### config.mk
export PLATFORM = sky130hd
export DESIGN_NAME = input_event_arbiter
export DESIGN_NICKNAME = d
export VERILOG_FILES = /design/src/rtl/input_event_arbiter.sv
export SDC_FILE = /design/constraint.sdc
export NUM_CORES = 1
export LEC_CHECK = 0
export BUFFER_PORTS_ARGS = -buffer_cell sky130_fd_sc_hd__buf_2
export CAP_MARGIN = 20
export CELL_PAD_IN_SITES_DETAIL_PLACEMENT = 0
export CELL_PAD_IN_SITES_GLOBAL_PLACEMENT = 1
export CORE_MARGIN = 4
export CORE_UTILIZATION = 40
export DETAILED_ROUTE_END_ITERATION = 8
export GPL_TIMING_DRIVEN = 0
export PLACE_DENSITY_LB_ADDON = 0.2
export SLEW_MARGIN = 20
export SYNTH_ARGS = -nofsm -noshare
export SYNTH_HDL_FRONTEND = slang
export SYNTH_SLANG_ARGS = --single-unit
### constraint.sdc
create_clock -name clk_i -period 3.8 [get_ports clk_i]
set_input_delay 0.76 -clock clk_i [delete_from_list [all_inputs] [get_ports clk_i]]
set_output_delay 0.76 -clock clk_i [all_outputs]
set_load 0.005 [all_outputs]
### src/rtl/input_event_arbiter.sv
// Input event arbiter: turns rising edges on the button/clap request lines into
// one-at-a-time commands over a valid/ready handshake. Urgent requesters win
// outright, the rest share the path round-robin, and every accepted command is
// followed by a programmable hold-off gap. Drops of already-pending requests
// are counted in a saturating counter.

// Per-requester lane: edge detect plus the pending bit.
module iea_req_lane (
  input  logic clk_i,
  input  logic rst_i,
  input  logic req_i,
  input  logic acc_i,   // this requester's command is accepted this cycle
  output logic pend_o,
  output logic drop_o   // edge arrived while already pending and not accepted
);
  logic req_q, pend_q, edge_w;

  assign edge_w = req_i & ~req_q;
  assign drop_o = edge_w & pend_q & ~acc_i;
  assign pend_o = pend_q;

  // Edge register and pending bit; an edge in the accept cycle re-pends.
  always_ff @(posedge clk_i or posedge rst_i) begin
    if (rst_i) begin
      req_q  <= 1'b0;
      pend_q <= 1'b0;
    end else begin
      req_q  <= req_i;
      pend_q <= edge_w | (pend_q & ~acc_i);
    end
  end
endmodule

module input_event_arbiter #(
  parameter int               N_REQ       = 6,
  parameter int               ID_W        = 3,
  parameter int               HOLDOFF     = 1_000_000,
  parameter int               CNT_W       = 8,
  parameter logic [N_REQ-1:0] URGENT_MASK = 6'b000010
) (
  input  logic              clk_i,
  input  logic              rst_i,
  input  logic [N_REQ-1:0]  req_i,
  input  logic              cmd_ready_i,
  output logic              cmd_valid_o,
  output logic [ID_W-1:0]   cmd_id_o,
  output logic [N_REQ-1:0]  cmd_onehot_o,
  output logic [N_REQ-1:0]  pend_o,
  output logic              busy_o,
  output logic [CNT_W-1:0]  drop_cnt_o
);
  localparam int HCW = (HOLDOFF > 1) ? $clog2(HOLDOFF) : 1;
  localparam logic [HCW-1:0] HOLD_LOAD = HCW'((HOLDOFF > 0) ? HOLDOFF - 1 : 0);

  typedef enum logic [1:0] {IDLE, OFFER, HOLD} state_e;

  state_e           state_q;
  logic             valid_q, busy_q, urg_q;
  logic [ID_W-1:0]  id_q, ptr_q;
  logic [HCW-1:0]   hold_q;
  logic [CNT_W-1:0] drop_q;

  logic [N_REQ-1:0] pend, drop_w, acc_vec;
  logic             acc;
  logic [ID_W-1:0]  win_id_d;
  logic             win_urg_d, found;
  int               idx;

  assign acc = (state_q == OFFER) & cmd_ready_i;

  for (genvar k = 0; k < N_REQ; k++) begin : g_lane
    assign acc_vec[k] = acc & (id_q == ID_W'(k));
    iea_req_lane u_lane (
      .clk_i  (clk_i),
      .rst_i  (rst_i),
      .req_i  (req_i[k]),
      .acc_i  (acc_vec[k]),
      .pend_o (pend[k]),
      .drop_o (drop_w[k])
    );
  end

  // Winner: lowest pending urgent index, else first pending at/after ptr (wrapping).
  always_comb begin
    win_id_d  = '0;
    found     = 1'b0;
    idx       = 0;
    win_urg_d = |(pend & URGENT_MASK);
    if (win_urg_d) begin
      for (int k = 0; k < N_REQ; k++) begin
        if (!found && pend[k] && URGENT_MASK[k]) begin
          win_id_d = ID_W'(k);
          found    = 1'b1;
        end
      end
    end else begin
      for (int i = 0; i < N_REQ; i++) begin
        idx = (int'(ptr_q) + i) % N_REQ;
        if (!found && pend[idx]) begin
          win_id_d = ID_W'(idx);
          found    = 1'b1;
        end
      end
    end
  end

  // Offer FSM with registered outputs; the offer is frozen until accepted.
  always_ff @(posedge clk_i or posedge rst_i) begin
    if (rst_i) begin
      state_q <= IDLE;
      valid_q <= 1'b0;
      busy_q  <= 1'b0;
      urg_q   <= 1'b0;
      id_q    <= '0;
      ptr_q   <= '0;
      hold_q  <= '0;
    end else begin
      case (state_q)
        IDLE: begin
          if (|pend) begin
            id_q    <= win_id_d;
            urg_q   <= win_urg_d;
            valid_q <= 1'b1;
            busy_q  <= 1'b1;
            state_q <= OFFER;
          end
        end
        OFFER: begin
          if (cmd_ready_i) begin
            valid_q <= 1'b0;
            // Urgent grants must not disturb the round-robin position.
            if (!urg_q)
              ptr_q <= (id_q == ID_W'(N_REQ - 1)) ? '0 : id_q + 1'b1;
            if (HOLDOFF == 0) begin
              state_q <= IDLE;
              busy_q  <= 1'b0;
            end else begin
              hold_q  <= HOLD_LOAD;
              state_q <= HOLD;
            end
          end
        end
        HOLD: begin
          if (hold_q == '0) begin
            state_q <= IDLE;
            busy_q  <= 1'b0;
          end else begin
            hold_q <= hold_q - 1'b1;
          end
        end
        default: begin
          state_q <= IDLE;
          valid_q <= 1'b0;
          busy_q  <= 1'b0;
        end
      endcase
    end
  end

  // Saturating drop counter; any number of drops in one cycle adds one.
  always_ff @(posedge clk_i or posedge rst_i) begin
    if (rst_i)
      drop_q <= '0;
    else if (|drop_w && drop_q != {CNT_W{1'b1}})
      drop_q <= drop_q + 1'b1;
  end

  assign cmd_valid_o  = valid_q;
  assign cmd_id_o     = id_q;
  assign cmd_onehot_o = valid_q ? (N_REQ'(1) << id_q) : '0;
  assign pend_o       = pend;
  assign busy_o       = busy_q;
  assign drop_cnt_o   = drop_q;

endmodule

Word-level counts from Yosys, hierarchy flattened --
Index checks and enable logic that the tools add are counted.
Operators by class: reduce and logical (&&, ||, !) cells 23, shift operators 1, add/subtract/negate cells 8, equality and inequality tests 12, divide/modulo/power cells 6, magnitude comparators 6, bitwise gates (word level) 52, mux-type cells 49
Operators by type and width (count):
- 32-bit by 5-bit less-than comparator with 1-bit output, second input constant | 6
- 32-bit by 4-bit remainder unit with 32-bit output, second input constant | 5
- 20-bit two-way mux | 2
- 20-bit one-hot mux with 2 select lines | 1
- 4-bit by 4-bit remainder unit with 32-bit output, second input constant | 1
- 1-bit bitwise AND | 31
- 1-bit two-way mux | 25
- 3-bit two-way mux | 8
- 20-bit logical NOT | 1
- 20-bit by 1-bit subtractor with 20-bit output, second input constant | 1
- 1-bit binary-select mux with 3-bit select | 6
- 1-bit NOT | 15
- 3-bit AND reduction | 5
- 6-bit OR reduction | 2
- 3-bit by 2-bit adder with 4-bit output, second input constant | 2
- 3-bit by 3-bit adder with 4-bit output, second input constant | 2
- 8-bit by 1-bit adder with 8-bit output, second input constant | 1
- 2-bit inequality test, second input constant | 4
- 8-bit inequality test, second input constant | 1
- 3-bit by 2-bit equality test with 1-bit output, second input constant | 2
- 3-bit equality test, second input constant | 2
- 1-bit logical AND | 6
- 2-bit two-way mux | 3
- 6-bit two-way mux | 1
- 14 further kinds | 24
Storage, ports and cells: bits in registers 51, logic and storage cells 177, input port bits 9

Logic depth before layout (Yosys ltp) --
Gate-level depths: netlist of the first run.
depth in word-level cells 26, gate-level depth with buffers 14

Hierarchy --
A second synthesis of the first run with hierarchy kept.
Second synthesis, totals: cells, all modules 360, area, all modules 3335.7 sq um
By module, submodules not included:
- input_event_arbiter | cells each 318, area an instance 2892.8 sq um, instances 1, sequential area each 975.9 sq um
- iea_req_lane | cells each 7, area an instance 73.8 sq um, instances 6, sequential area each 50.0 sq um

Worst setup path before layout of the first run --
OpenSTA, ideal clock, no wires.
path type register -> register, from register ptr_q[2], to register id_q[1] (netlist: cmd_id_o[1]), arrival time 3014 ps, stages on the path, launching flop included 15, slack 656 ps, clock period less this slack 3144 ps, library setup time 130 ps, cells stage by stage dfrtp_1 > buf_4 > inv_1 > ha_1 > buf_2 > a21oi_1 > inv_1 > ha_1 > nand3b_1 > a32oi_1 > o21a_1 > or4b_2 > a31oi_4 > a41o_1 > o21ai_0
Between the ends: longest elaborated chain between the ends 26, elaborated cells between the ends (all ways) 56, those cells by class add/sub (5); div (6); mux (35); reduce/logical (10)
Ends and longest elaborated chain:
- start, declared | RTL line 59 | logic [ID_W-1:0] id_q, ptr_q;
- start signal, assigned | RTL line 133 | ptr_q <= (id_q == ID_W'(N_REQ - 1)) ? '0 : id_q + 1'b1;
- branches (longest 24 deep; another with 32-bit by 4-bit remainder unit with 32-bit output)
- 3-bit two-way mux (*) | RTL line 99 | if (!found && pend[idx]) begin
- 3-bit two-way mux (*) | RTL line 89 | if (win_urg_d) begin
- end signal, assigned | RTL line 121 | id_q <= win_id_d;
- end, declared | RTL line 59
Mark *: on every way between the ends. The select of a mux whose other input is x is not followed. A chain may end at the register's enable or synchronous reset.

Worst setup path after layout of the first run --
from register ptr_q[0], to register id_q[2] (netlist: cmd_id_o[2])
Same word-level chain as after synthesis.

==> results of run 1 <==
==> power by group through the flow <==
stage                     logic [W]  registers (W)  clock network, W
after floorplan             0.00118       0.000778                 0
after global placement      0.00153       0.000807                 0
after detailed placement    0.00154       0.000809                 0
after CTS                   0.00155       0.000801          0.000354
after global routing        0.00176       0.000820          0.000379
final                       0.00156       0.000800          0.000344
==> kinds of logic (layout without fill, tap and decap cells) <==
logic type	count (synthesis)	count (layout)	synth area share
AND/OR/NAND/NOR	145	145	0.225
AO/OA/AOI/OAI	74	74	0.162
flip-flops	51	51	0.390
buffers and inverters	41	81	0.0612
XOR/XNOR	25	25	0.0669
adder cells (fa/ha/maj)	13	13	0.0497
multiplexers	13	13	0.0447
==> synthesized netlist by cell type (5+ instances only) <==
cell      count  area [µm²]
nand3_1      11        55.1
buf_4         7        52.6
a21oi_1      12        60.1
mux2i_1       9        90.1
xnor2_1      13         114
inv_1        24        90.1
nor3_1       14        70.1
o21ai_0      20         100
nand3b_1      6        45.0
nand2b_1      8        50.1
nand2_1      32         120
or3_1         5        31.3
dfrtp_1      51        1280
xor2_1       12         105
nor2_1       39         146
ha_1         13         163
==> layout make-up <==
type,count,area (µm²),share of cell area
multi-input cells,270,1810,0.493
flip-flops and latches,51,1280,0.347
repair buffers,33,165,0.0449
well taps,102,128,0.0347
plain buffers,17,110,0.0299
inverters,24,92.6,0.0252
clock buffers,6,82.6,0.0225
clock inverters,1,8.76,0.00238
==> layer usage <==
metal	GRT usage	routed length, µm	vias up
li1	-	-	1364
met1	0.239	3790	1255
met2	0.217	3050	66
met3	0.0304	430	6
met4	0.0410	79	0
met5	0	0	-
==> worst paths after layout <==
kind                                            to  slack [ps]  cells after the start
max reg2reg                            cmd_id_o[2]         260                     14
min reg2reg                g_lane[4].u_lane.pend_o         440                      1
min                        g_lane[4].u_lane.pend_o         440                      1
min in group asynchronous               hold_q[12]         530                      2
max                                    cmd_id_o[2]         260                     14
max in group asynchronous  g_lane[2].u_lane.pend_o        2840                      2
==> critical path, stage by stage, from the launching register on <==
cell	delay, ps
dfrtp_1	400
buf_2	200
buf_2	270
inv_1	70
ha_1	240
xor2_2	220
inv_1	100
ha_1	270
nand2b_1	150
o21ai_0	280
and3_1	250
o31ai_2	110
or2_2	340
a31o_2	240
o21ai_0	280
==> state kept, by name, indices dropped and copies added (netlist names) <==
signal,cells
cmd_id_o,3
g_lane.u_lane.req_q,6
urg_q,1
ptr_q,3
cmd_valid_o,1
state_q,2
hold_q,20
drop_cnt_o,8
g_lane.u_lane.pend_o,6
busy_o,1
==> per-stage QoR <==
step | total power, W | hold slack (ps) | utilization | area (µm²)
global placement | 0.00234 | 428 | 0.454 | 3570
floorplan | 0.00196 | 415 | - | 3270
detailed placement | 0.00235 | 435 | 0.455 | 3570
finish | 0.00271 | 444 | 0.469 | 3680
CTS | 0.00270 | 448 | 0.466 | 3660
global route | 0.00296 | 467 | 0.469 | 3680
==> run_results.csv, run 1 <==
group,metric,value,unit
pwr,power_frac_seq,0.296,
pwr,power_density,736,nW/µm²
detailed_routing,routed_wl,7.36,mm
worst_setup_path,worstReg2RegStart,"ptr_q[0]",
sta,clock_skew,9.75,ps
detailed_routing,drcViolationCount,0,
layout,fillers,813,
layout,fin_cells,504,
placed_design,place_congestion,0.872,
pwr,switching_power,0.00124,W
worst_hold_path,min_from,"g_lane[4].u_lane.req_q",
layout,drive_above_1_share,0.184,
worst_setup_path,crit_arrival,3740,ps
grt,grt_pass1_wl,12.3,mm
clock_network,cts_resized,0,
run,maxCapViolCount,0,
placed_design,port_buffers,33,
floorplanning,core,7850,µm²
clock_network,path_clk_slew,100,ps
sta,tightestPinTransition,734,ps
synth,syn_avg_cell_area,9.04,µm²
pwr,p_comb_frac,0.577,
detailed_routing,first_pass_iters,4,
sta,fin_crit,3540,ps
sta,setup_tns,0,ps
worst_setup_path,critical_path.startpoint,"ptr_q[0]",
synth,synthArstFlopShare,1.00,
synth,synth_area,3270,µm²
clock_network,cts_buffers,5,
grt,antenna_found_initial,0,
pwr,p_int,0.00147,W
layout,diodes,0,
floorplanning,ios,34,
worst_setup_path,path_max_fanout,10,
sta,slew-limit-headroom,0.507,
layout,final_cell_mix,"dfrtp_1 (51), nor2_1 (39), buf_2 (37)",
clock_network,clkLatencyLatePin,310,ps
pwr,p_leak,1.56,nW
sta,postLayoutSetupSlackWorst,259,ps
worst_setup_path,setup.worst_path.class,"flip-flop to flip-flop",
sta,setup_viol,0,
sta,rsz0062_at_grt,"false",
placed_design,pre_cts_slack,205,ps
layout,synthToLayoutAreaGrowth,12.3,%
grt,grt_pass1_vias,2498,
floorplanning,dieHeight,98.5,µm
status,status,"completed",
worst_setup_path,cp-end-kind,"flip-flop",
floorplanning,die_w,98.5,µm
sta,period_share,0.932,
synth,yosysWarnings,0,
detailed_routing,antenna_left,0,
grt,grt-ovfl-total,0,
synth,synth_cells,362,
sta,clock.fmax,282,MHz
pwr,swShare,0.457,
synth,ys_ff_latch,51,
detailed_routing,post_drt_via_cell_ratio,5.34,
clock_network,cts_tree,"done",
grt,grt.total_usage,0.154,
clock_network,cts.htree.levels,2,
grt,grt_max_degree,52,
synth,yosys_most_used_dff,"dfrtp_1",
detailed_routing,vias,2691,
floorplanning,die-area,9690,µm²
clock_network,clock-sinks,51,
detailed_routing,drt_iter0_drc,142,
worst_setup_path,crit_required,3990,ps
synth,yosysUniqueCellTypes,62,
synth,synth_edf_count,0,
floorplanning,initial_core_util,0.417,
layout,nets,424,
clock_network,cts_hold_buf,0,
clock_network,post-cts-setup-buffers,0,
clock_network,clock_path_buffers,2,
pwr,power_frac_clock,0.127,
sta,final_max_slew_viol_count,0,
clock_network,cts_root_buf,"clkbuf_8",
worst_setup_path,startpoint_type,"flip-flop",
synth,ys_seq_area_frac,0.390,
layout,final_common_cell,"dfrtp_1",
placed_design,place_inst,497,
pwr,ir_worst_vdd,296,µV
synth,syn_nets,384,
sta,hold_violations,0,
floorplanning,num_rows,32,
detailed_routing,drt-wirelength-per-cell,14.6,µm
placed_design,hpwl,5.39,mm
worst_hold_path,hp-class,"flip-flop to flip-flop",
No activity file was read; power rests on OpenSTA's default activity.
==> inputs of run 2 (changes only) <==
Settings changed: BUFFER_PORTS_ARGS -buffer_cell sky130_fd_sc_hd__buf_2 to -buffer_cell sky130_fd_sc_hd__buf_4.
==> run_results.csv, run 2 (synthesized netlist as in run 1, its figures left out) <==
group,metric,value,unit
status,status,"completed",
sta,fin_crit,3560,ps
layout,fin_cells,505,
grt,use_met2,0.233,
floorplanning,die-area,9690,µm²
floorplanning,num_rows,32,
sta,tightestPinTransition,787,ps
detailed_routing,first_pass_iters,5,
sta,hold_violations,0,
detailed_routing,drcViolationCount,0,
grt,grt_pass1_wl,12.8,mm
grt,grt_pass1_vias,2534,
placed_design,hpwl,5.46,mm
detailed_routing,vias,2670,
placed_design,place_congestion,0.869,
placed_design,pre_cts_slack,214,ps
floorplanning,dieHeight,98.5,µm
placed_design,place_area,3650,µm²
layout,fillers,830,
layout,finish.instance_area,3760,µm²
clock_network,cts_root_buf,"clkbuf_8",
floorplanning,initial_core_util,0.417,
clock_network,cts_tree,"done",
worst_setup_path,crit_required,3960,ps
worst_setup_path,crit_arrival,3710,ps
worst_setup_path,path_max_fanout,9,
grt,grt.total_usage,0.159,
layout,synthToLayoutAreaGrowth,15.0,%
clock_network,path_clk_slew,100,ps
pwr,p_leak,1.59,nW
sta,clock_skew,3.40,ps
layout,top_register,"hold_q",
sta,period_share,0.936,
worst_setup_path,startpoint_type,"flip-flop",
sta,setup_tns,0,ps
sta,setup_viol,0,
worst_setup_path,cp-end-kind,"flip-flop",
detailed_routing,antenna_left,0,
clock_network,clock_path_buffers,2,
floorplanning,ios,34,
placed_design,port_buffers,33,
floorplanning,die_w,98.5,µm
pwr,power_density,733,nW/µm²
layout,diodes,0,
grt,use_met1,0.245,
layout,drive_above_1_share,0.186,
sta,clock.fmax,281,MHz
detailed_routing,drt-wirelength-per-cell,14.7,µm
pwr,ir_worst_vdd,268,µV
grt,grt-ovfl-total,0,
grt,use_met3,0.0311,
grt,top_usage_layer,"met1",
layout,final_common_cell,"dfrtp_1",
clock_network,clkLatencyLatePin,300,ps
placed_design,place_inst,497,
layout,nets,424,
worst_hold_path,hp-class,"flip-flop to flip-flop",
detailed_routing,drt_iter0_drc,121,
sta,postLayoutSetupSlackWorst,244,ps
clock_network,cts.htree.levels,2,
worst_setup_path,setup.worst_path.class,"flip-flop to flip-flop",
detailed_routing,routed_wl,7.42,mm
clock_network,clock-sinks,51,
layout,largest_reg_flops,20,
clock_network,cts_buffers,5,
sta,rsz0062_at_grt,"false",
sta,final_max_slew_viol_count,0,
detailed_routing,post_drt_via_cell_ratio,5.29,
layout,final_cell_mix,"dfrtp_1 (51), buf_4 (40), nor2_1 (39)",
sta,slew-limit-headroom,0.471,
floorplanning,core,7850,µm²
run,maxCapViolCount,0,
grt,antenna_found_initial,0,
grt,grt_max_degree,52,
## run 2: cell types whose count changed in the layout (fill, tap and decap cells not counted), sizes merged
cell / previous run / this run
clkinv: 0 / 1
## run 2: critical path, stage by stage (launching register included)
cell and delay [ps]:
dfrtp_1 410, buf_4 200, inv_1 70, ha_1 170, buf_2 180, a21oi_1 210, inv_1 70, ha_1 310
nand3b_1 180, a32oi_1 210, o21a_1 210, or4b_2 640, a31oi_4 260, a31o_2 180, o21ai_0 120
## run 2: power by group
part	switching (W)	internal (W)	total, W
Combinational	0.000902	0.000711	0.00161
Clock	0.000196	0.000150	0.000346
Sequential	0.000147	0.000656	0.000803
Total	0.00124	0.00152	0.00276
## run 2: layout make-up
type / count / area (µm²) / area share
inverter: 24 / 92.6 / 0.0246
buffer: 17 / 110 / 0.0292
clock buffer: 6 / 82.6 / 0.0219
clock inverter: 2 / 13.8 / 0.00366
sequential: 51 / 1280 / 0.339
tap: 102 / 128 / 0.0339
timing repair buffer: 33 / 248 / 0.0658
multi-input combinational: 270 / 1810 / 0.482
## run 2: final timing paths
kind                                             start                      end  slack (ps)  depth (start not counted)
min in group asynchronous                        rst_i            drop_cnt_o[4]         540                          2
max in group asynchronous                        rst_i                    urg_q        2820                          2
worst max register to register                ptr_q[2]              cmd_id_o[2]         240                         14
worst min register to register  g_lane[4].u_lane.req_q  g_lane[4].u_lane.pend_o         440                          1
worst min-delay path            g_lane[4].u_lane.req_q  g_lane[4].u_lane.pend_o         440                          1
worst max-delay path                          ptr_q[2]              cmd_id_o[2]         240                         14
## run 2: routing by layer
layer | up-vias | wire length, µm
met1 | 1261 | 3920
met4 | 0 | 50
met3 | 5 | 315
met2 | 51 | 3130
li1 | 1353 | -
met5 | - | 0
## run 2: timing repair
action,in CTS,in global routing
resized for setup,0,4
hold buffers,0,0
setup endpoints to repair,0,3
hold endpoints to repair,0,0
setup buffers,0,0
## run 2: per-stage QoR
| stage | total power (W) | utilization | hold slack [ps] |
|---|---|---|---|
| floorplan | 0.00196 | - | 415 |
| detailed placement | 0.00240 | 0.465 | 432 |
| global route | 0.00303 | 0.480 | 489 |
| global placement | 0.00238 | 0.465 | 426 |
| finish | 0.00276 | 0.480 | 443 |
| CTS | 0.00277 | 0.478 | 446 |
==> inputs of run 3 (changes only) <==
Settings changed: SYNTH_HIERARCHICAL set to 1.
Clock period 3.8 ns to 4.3 ns, I/O delays scaled along.
==> run_results.csv, run 3 <==
group,metric,value,unit
synth,synth_edf_count,0,
detailed_routing,first_pass_iters,4,
sta,clock.fmax,310,MHz
clock_network,cts_buffers,5,
status,status,"completed",
synth,synth_cells,360,
synth,synth_xor_area_frac,0.0709,
grt,grt.total_usage,0.163,
sta,final_max_slew_viol_count,0,
pwr,ir_worst_vdd,355,µV
synth,synth_top_family_by_area,"simple AND/OR/NAND/NOR gates",
placed_design,place_congestion,0.808,
layout,final_cell_mix,"dfrtp_1 (51), nand2_1 (40), nor2_1 (36)",
clock_network,cts.htree.levels,2,
worst_hold_path,hp-class,"primary input to async pin",
clock_network,clkLatencyLatePin,310,ps
pwr,power_density,670,nW/µm²
clock_network,cts_root_buf,"clkbuf_8",
layout,final_common_cell,"dfrtp_1",
layout,synthToLayoutAreaGrowth,15.6,%
layout,largest_reg_flops,20,
clock_network,cts_tree,"done",
sta,fin_crit,3230,ps
placed_design,place_area,3730,µm²
synth,yosysUniqueCellTypes,64,
layout,finish.instance_area,3860,µm²
synth,ys_ff_latch,51,
pwr,p_leak,1.63,nW
detailed_routing,vias,2685,
run,maxCapViolCount,0,
floorplanning,die_w,99.3,µm
floorplanning,core,8180,µm²
worst_setup_path,setup.worst_path.class,"flip-flop to flip-flop",
floorplanning,dieHeight,99.3,µm
sta,slew-limit-headroom,0.406,
sta,whs,437,ps
detailed_routing,antenna_left,0,
pwr,power,0.00258,W
floorplanning,die-area,9860,µm²
sta,setup_tns,0,ps
layout,diodes,0,
clock_network,path_clk_slew,100,ps
synth,synthArstFlopShare,1.00,
synth,syn_avg_cell_area,9.27,µm²
placed_design,port_buffers,33,
detailed_routing,post_drt_via_cell_ratio,5.30,
floorplanning,ios,34,
sta,period_share,0.750,
synth,yosys.area.top_type,"dfrtp_1",
sta,tightestPinTransition,884,ps
floorplanning,num_rows,33,
worst_setup_path,crit_arrival,3410,ps
clock_network,post-cts-setup-buffers,0,
detailed_routing,drt_iter0_drc,102,
grt,grt_pass1_wl,13.2,mm
synth,synth_fa_ha_area_frac,0.0488,
synth,yosys_most_used_dff,"dfrtp_1",
synth,synth.most_common_cell,"dfrtp_1",
worst_setup_path,path_max_fanout,10,
synth,synth_area,3340,µm²
layout,fillers,812,
grt,grt_max_degree,35,
layout,top_register,"hold_q",
grt,grt_pass1_vias,2637,
synth,ys_top_cells_by_count,"dfrtp_1 (51), nand2_1 (40), nor2_1 (36)",
detailed_routing,routed_wl,7.71,mm
synth,synthSimpleGateAreaFrac,0.272,
synth,synth.area.mux_share,0.0754,
synth,synth_compound_area_frac,0.112,
layout,nets,423,
floorplanning,initial_core_util,0.408,
clock_network,cts_resized,0,
worst_setup_path,crit_required,4480,ps
placed_design,hpwl,5.87,mm
grt,antenna_found_initial,0,
worst_setup_path,startpoint_type,"flip-flop",
synth,syn_nets,382,
sta,clock_skew,15.7,ps
detailed_routing,drt-wirelength-per-cell,15.2,µm
sta,setup_viol,0,
clock_network,cts_hold_buf,0,
synth,yosysWarnings,6,
grt,grt-ovfl-total,0,
layout,drive_above_1_share,0.177,
sta,hold_violations,0,
synth,synth.area.top_cells,"dfrtp_1 (38%), ha_1 (4.9%), nand2_1 (4.5%)",
clock_network,clock_path_buffers,2,
detailed_routing,drcViolationCount,0,
synth,ys_seq_area_frac,0.383,
worst_setup_path,cp-end-kind,"flip-flop",
synth,synthDominantCellAreaShare,0.383,
sta,rsz0062_at_grt,"false",
clock_network,clock-sinks,51,
run 3: cell types whose count changed after synthesis, moves of 4 or more:
cell | previous run | this run
o21ai_0 | 20 | 9
nand2_1 | 32 | 40
buf_4 | 7 | 2
mux2i_1 | 9 | 3
nand2b_1 | 8 | 18
and3_1 | 3 | 7
run 3: routing by layer:
layer  global-route usage  vias to the layer above  wire, µm
met4               0.0378                        0        76
met5                    0                        -         0
li1                     -                     1350         -
met2                0.271                       28      3760
met3               0.0259                        5       227
met1                0.225                     1302      3640
run 3: through the flow:
stage / setup slack (ps) / std cells / util
3_5_place_dp: 1010 / 499 / 0.457
2_1_floorplan: 1360 / 360 / -
5_1_grt: 810 / 507 / 0.472
3_3_place_gp: 1040 / 498 / 0.454
6_report: 1070 / 507 / 0.472
4_1_cts: 1070 / 507 / 0.472
run 3: layout make-up:
| type | count | area, µm² | area share |
|---|---|---|---|
| inverters | 21 | 78.8 | 0.0204 |
| plain buffers | 9 | 50.0 | 0.0130 |
| clock inverters | 2 | 38.8 | 0.0101 |
| multi-input cells | 279 | 1930 | 0.501 |
| flip-flops and latches | 51 | 1280 | 0.331 |
| well taps | 105 | 131 | 0.0341 |
| repair buffers | 34 | 268 | 0.0694 |
| clock buffers | 6 | 82.6 | 0.0214 |
run 3: cells by family after synthesis:
| group | after synthesis |
|---|---|
| buffers and inverters | 30 |
| XOR/XNOR | 27 |
| AO/OA/AOI/OAI | 54 |
| flip-flops | 51 |
| AND/OR/NAND/NOR | 170 |
| adder cells (fa/ha/maj) | 13 |
| multiplexers | 15 |
run 3: critical path: stages, from the launching register on:
cell	delay (ps)
dfrtp_1	420
buf_6	170
buf_4	180
inv_1	60
ha_1	200
xor2_1	240
inv_1	130
ha_1	290
nor2b_1	190
nand3_1	130
a221o_1	350
nand3_1	160
nor3_1	70
o21a_1	200
o32a_1	320
run 3: where the power goes:
part	total, W	leakage, nW	switching (W)	internal, W
sequential	0.000725	0.573	0.000142	0.000583
combinational	0.00150	0.997	0.000832	0.000672
clock	0.000354	0.0618	0.000162	0.000192
total	0.00258	1.63	0.00114	0.00145
run 3: final timing paths:
path | startpoint | slack (ps) | end | depth (start not counted)
worst min register to register | drop_cnt_o[4] | 510 | drop_cnt_o[4] | 1
worst max-delay path | ptr_q[0] | 1070 | cmd_id_o[0] | 14
min in group clk_i | drop_cnt_o[4] | 510 | drop_cnt_o[4] | 1
worst min-delay path | rst_i | 440 | g_lane[1].u_lane/req_q | 2
max in group asynchronous | rst_i | 3400 | cmd_id_o[0] | 3
worst max register to register | ptr_q[0] | 1070 | cmd_id_o[0] | 14
